[config.mk]
export PLATFORM = sky130hd
export DESIGN_NAME = product_serializer
export DESIGN_NICKNAME = d
export VERILOG_FILES = /design/src/rtl/product_serializer.sv
export SDC_FILE = /design/constraint.sdc
export NUM_CORES = 1
export LEC_CHECK = 0
export BUFFER_PORTS_ARGS = -buffer_cell sky130_fd_sc_hd__buf_2
export CAP_MARGIN = 25
export CORE_MARGIN = 10
export CORE_UTILIZATION = 40
export CTS_BUF_LIST = sky130_fd_sc_hd__clkbuf_4 sky130_fd_sc_hd__clkbuf_8
export CTS_CLUSTER_DIAMETER = 150
export DETAILED_ROUTE_END_ITERATION = 8
export PLACE_DENSITY = 0.59
export SETUP_SLACK_MARGIN = 0.4
export SYNTH_ARGS = -nofsm -noshare
export SYNTH_HDL_FRONTEND = slang
export SYNTH_SLANG_ARGS = --single-unit
[constraint.sdc]
create_clock -name clk -period 3.9 [get_ports clk]
set_input_delay 0.39 -clock clk [delete_from_list [all_inputs] [get_ports clk]]
set_output_delay 0.39 -clock clk [all_outputs]
set_load 0.02 [all_outputs]
[src/rtl/product_serializer.sv]
// product_serializer: captures a parallel word on ld and shifts it out LSB-first over a valid/ready serial handshake
// Ports:
//   clk, rst         clock and synchronous active-high reset
//   ld, din          load strobe and parallel word, accepted only while idle
//   busy             word in flight (from the cycle after load to the last accepted beat)
//   ser_valid        current beat is valid
//   ser_ready        consumer accepts the current beat
//   ser_bit          current serial bit
//   ser_last         final beat of the word
//   done             one-cycle pulse after the final beat is accepted
// Build option: PRODUCT_SERIALIZER_PARITY_EN appends an even-parity beat after the data beats.
module product_serializer #(
    parameter int WIDTH = 8
) (
    input  logic             clk,
    input  logic             rst,
    input  logic             ld,
    input  logic [WIDTH-1:0] din,
    output logic             busy,
    output logic             ser_valid,
    input  logic             ser_ready,
    output logic             ser_bit,
    output logic             ser_last,
    output logic             done
);
`ifdef PRODUCT_SERIALIZER_PARITY_EN
    localparam int BEATS = WIDTH + 1;
`else
    localparam int BEATS = WIDTH;
`endif
    localparam int CW = $clog2(BEATS + 1);
    localparam logic [CW-1:0] LAST = CW'(BEATS - 1);
    typedef enum logic {IDLE, SHIFT} state_t;
    state_t state;
    logic [WIDTH-1:0] shreg;
    logic [CW-1:0] cnt;
`ifdef PRODUCT_SERIALIZER_PARITY_EN
    logic par;
    // the beat after the last data bit carries the parity latched at load
    assign ser_bit = (state == SHIFT) && (cnt == CW'(WIDTH) ? par : shreg[0]);
`else
    assign ser_bit = (state == SHIFT) && shreg[0];
`endif
    assign ser_valid = state == SHIFT;
    assign busy = ser_valid;
    assign ser_last = ser_valid && cnt == LAST;
    always_ff @(posedge clk) begin
        if (rst) begin
            state <= IDLE;
            shreg <= '0;
            cnt <= '0;
            done <= 1'b0;
`ifdef PRODUCT_SERIALIZER_PARITY_EN
            par <= 1'b0;
`endif
        end else if (state == IDLE) begin
            done <= 1'b0;
            if (ld) begin
                state <= SHIFT;
                shreg <= din;
                cnt <= '0;
`ifdef PRODUCT_SERIALIZER_PARITY_EN
                par <= ^din;
`endif
            end
        end else if (ser_ready) begin
            if (cnt == LAST) begin
                state <= IDLE;
                done <= 1'b1;
            end else begin
                shreg <= shreg >> 1;
                cnt <= cnt + 1'b1;
            end
        end
    end
endmodule

* Word-level counts from Yosys, hierarchy flattened
Cells that the tools add are included.
** Operators by class
- $add $sub $neg :: 1
- Multiply operators :: 0
- Div/mod/pow operators :: 0
- Magnitude comparators :: 0
- Equal/unequal tests :: 3
- Shift-type cells :: 0
- Multiplexer cells :: 12
- Bitwise gates (word level) :: 1
- Reduce and logical (&&, ||, !) cells :: 6
** Operators by type and width (count)
- 2-to-1 mux 8 bit :: 4
- 2-to-1 mux 4 bit :: 4
- adder 4 x 1 -> 4 bit (second input constant) :: 1
- == test 4 x 3 -> 1 bit (second input constant) :: 1
- 2-to-1 mux 1 bit :: 4
- inequality test 2 bit (second input constant) :: 2
- AND reduction 3 bit :: 1
- logical AND 1 bit :: 2
- AND reduction 2 bit :: 1
- nonzero test 2 bit :: 1
- OR reduction 2 bit :: 1
- inverter 1 bit :: 1
** Word-level totals
- Register bits after elaboration :: 14
- Bits in latches :: 0
- Memory bits (writable) :: 0
- Bits in read-only memories :: 0
- Bits of input ports :: 12
- Output and inout bits :: 5
- Word-level logic and storage cells :: 27
- Memories kept :: 0

* Longest topological paths before layout
- Depth in word-level cells :: 4
- Gate-level depth with buffers :: 5
- Gate-level depth less buffers :: 4

* Worst setup path before layout
No wires, ideal clock.
- Kind :: reg-to-output
- Start :: reg state, in the netlist busy
- End :: out ser_last
- Arrival :: 1.070 ns
- Data required time :: 3.510 ns
- Slack :: 2.440 ns
- Stages on the path, launching flop included :: 4
- Buffers on the path :: 2
- Cell sequence :: dfxtp_1 buf_6 buf_2 and2_1
** Between the ends
- Longest elaborated chain between the ends :: 1
** RTL lines
- from (decl) :: RTL line 34 : state_t state;
- from (signal assigned) :: RTL line 49 : state <= IDLE;
- from (signal assigned) :: RTL line 59 : state <= SHIFT;
- from (signal assigned) :: RTL line 68 : state <= IDLE;
- logical AND 1 bit :: RTL line 46 : assign ser_last = ser_valid && cnt == LAST;
- to (decl) :: RTL line 23 : output logic ser_last,
Every way passes these cells.

* Worst setup path in the final report
- Start :: reg cnt[0]
- End :: out ser_last
** Between the ends
- Longest elaborated chain between the ends :: 2
** RTL lines
- from (decl) :: RTL line 36 : logic [CW-1:0] cnt;
- from (signal assigned) :: RTL line 72 : cnt <= cnt + 1'b1;
- == test 4 x 3 -> 1 bit :: RTL line 46
- logical AND 1 bit :: RTL line 46
Every way passes these cells.

==> flow_summary.json <==
{
  "status": "finished, final reports clean",
  "ctsResizeCount": 0,
  "grt_pass1_wl_um": 2840,
  "maxSlewHeadroom_pct": 49.6,
  "leakagePower_uw": 0.000331,
  "grt_pass1_vias": 582,
  "crit_required_ns": 3.51,
  "post-dp-hpwl_um": 1150,
  "insertion_delay_ns": 0.28,
  "cts_tree": "yes",
  "powerDensity_nw_per_um2": 371,
  "synth_cell_types": 26,
  "layout.nets": 104,
  "drcViolationCount": 0,
  "use_met3_pct": 3.36,
  "period_share_pct": 49.8,
  "fp.dieW_um": 63.2,
  "hold_slack_ns": 0.397,
  "hp-class": "input port to register",
  "syn_area_um2": 747,
  "holdBufCountCts": 0,
  "drtAntennaViolNets": 0,
  "grt_use_total_pct": 8.55,
  "clk_pin_slew_ns": 0.08,
  "diodes": 0,
  "hold_viol": 0,
  "min_period_ns": 1.94,
  "start_util_pct": 42.8,
  "wl_um": 1630,
  "drt_iter0_markers": 5,
  "met1_usage_pct": 10.9,
  "drt-pass1-iter-count": 4,
  "htree_levels": 1,
  "worst_slew_pin_slew_ns": 0.755,
  "cp_max_fo": 5,
  "post_cts_buffers": 0,
  "die_y_um": 63.2,
  "vdd_ir_drop_max_mv": 0.151,
  "syn_nets": 91,
  "syn-instance-count": 78,
  "cts_buffers": 3,
  "ys_ff_latch": 14,
  "io_pins": 17,
  "max-cap-violations": 0,
  "slew_violations": 0,
  "worstSetupEndpointType": "output pin",
  "clk_path_buf_depth": 2,
  "top_usage_layer": "met2",
  "gp_congestion": 0.741,
  "grt_use_met2_pct": 12.2,
  "avgViaCountPerCell": 5.35,
  "finalPower_uw": 312,
  "wl_per_cell_um": 14.2,
  "clockRootBuffer": "clkbuf_4",
  "skew_ns": 0.00828,
  "cp_data_arrival_time_ns": 1.55,
  "grt_max_degree": 20,
  "vias": 615,
  "synth.avg_cell_area_um2": 9.58,
  "core-area_um2": 1750,
  "drive_gt1_share_pct": 25.6,
  "setup_violations": 0,
  "r2r_slack_ns": 2.13,
  "die-area_um2": 4000,
  "setup_tns_ns": 0,
  "ys_seq_area_share_pct": 37.5,
  "criticalPathCategory": "register to output pin",
  "num_rows": 15,
  "max_freq_mhz": 515,
  "rsz0062_at_grt": "false",
  "cp-start-kind": "register",
  "overflow": 0,
  "antenna_found_initial": 0,
  "clock_sinks": 14,
  "io_buffer_count": 16,
  "yosys_warnings": 0,
  "syn_to_final_growth_pct": 12.6
}
-- critical path: stages (launching register included) --
cell	delay, ns
dfxtp_1	0.39
ha_1	0.25
and3b_1	0.32
and2_1	0.16
buf_2	0.16
-- cells in the final DEF, fill, tap and decap left out --
cell type / synthesis / routed
nor4b_1: 1 / 1
clkbuf_4: 0 / 3
mux2i_1: 7 / 7
nand4_1: 1 / 1
a211oi_1: 16 / 16
o211ai_1: 1 / 1
nor2b_2: 1 / 1
clkbuf_8: 0 / 1
inv_1: 2 / 2
nand2b_1: 1 / 1
ha_1: 1 / 1
a21oi_1: 4 / 4
nand3b_1: 3 / 3
dfxtp_1: 14 / 14
and2b_1: 1 / 1
o2111ai_1: 1 / 1
o32ai_2: 1 / 1
o21ai_4: 1 / 1
and2_1: 3 / 3
buf_2: 1 / 16
nand3_1: 4 / 4
nor3b_1: 1 / 1
and3b_1: 1 / 1
nor2_1: 3 / 3
nand2_1: 2 / 2
-- cell families (layout without fill, tap and decap cells) --
family          Yosys count  after routing  share of synthesized area [%]
compound gates           24             24                           25.3
fa+ha+maj                 1              1                           1.67
buf+inv                  10             22                           8.21
flops                    14             14                           37.5
mux                       7              7                           9.38
simple gates             22             22                           17.9
-- flip-flops by register name, summed over array words and instances, names as in the netlist --
signal and count:
busy 1, shreg 8, done 1, cnt 4
-- path summary, 6_finish.rpt --
path | depth (start not counted) | startpoint | endpoint
max reg2reg | 3 | busy | shreg[4]
max | 4 | cnt[0] | ser_last
min | 3 | din[7] | shreg[7]
min reg2reg | 2 | shreg[7] | shreg[7]
-- layer usage --
metal / up-vias / wire, um / part of all wire, %
met5: - / 0 / 0
met4: 0 / 12 / 0.74
met3: 2 / 130 / 8.0
met2: 15 / 701 / 43
met1: 279 / 783 / 48
li1: 319 / - / -
-- final cells by class --
cell class / count / area (um2)
Fill cell: 188 / 905
Multi-Input combinational cell: 54 / 405
Sequential cell: 14 / 280
Timing Repair Buffer: 16 / 80.1
Clock buffer: 4 / 36.3
Tap cell: 25 / 31.3
Inverter: 2 / 7.51
-- power by group --
part	total, uW	internal, uW	switching (uW)
Sequential	161	152	9.05
Clock	106	56.7	49.4
Combinational	44.7	21.0	23.7
Total	312	230	82.1
-- synth_stat cells --
cell	count	share of area (%)
nand4_1	1	0.84
buf_6	2	3.0
and2b_1	1	1.0
a21oi_1	4	2.7
a211oi_1	16	16
o21ai_4	1	2.2
nor3b_1	1	1.0
mux2i_1	7	9.4
nand3_1	4	2.7
nor2_1	3	1.5
dfxtp_1	14	38
o211ai_1	1	1.0
and3b_1	1	1.2
nand2b_1	1	0.84
and2_1	3	2.5
nor4b_1	1	1.2
clkbuf_1	3	1.5
nand2_1	2	1.0
buf_4	2	2.0
inv_1	2	1.0
o2111ai_1	1	1.2
buf_2	1	0.67
nand3b_1	3	3.0
nor2b_2	1	1.2
o32ai_2	1	2.2
ha_1	1	1.7
-- through the flow --
| stage | cells | setup slack (ns) | area (um2) | utilization [%] |
|---|---|---|---|---|
| after global placement | 111 | 2.16 | 805 | 46.1 |
| final | 115 | 1.96 | 841 | 48.2 |
| after detailed placement | 111 | 2.16 | 805 | 46.1 |
| after global routing | 115 | 1.85 | 841 | 48.2 |
| after floorplan | 78 | 2.44 | 747 | - |
| after CTS | 115 | 1.95 | 841 | 48.2 |
Note: power is estimated with default switching activity, not from simulation.
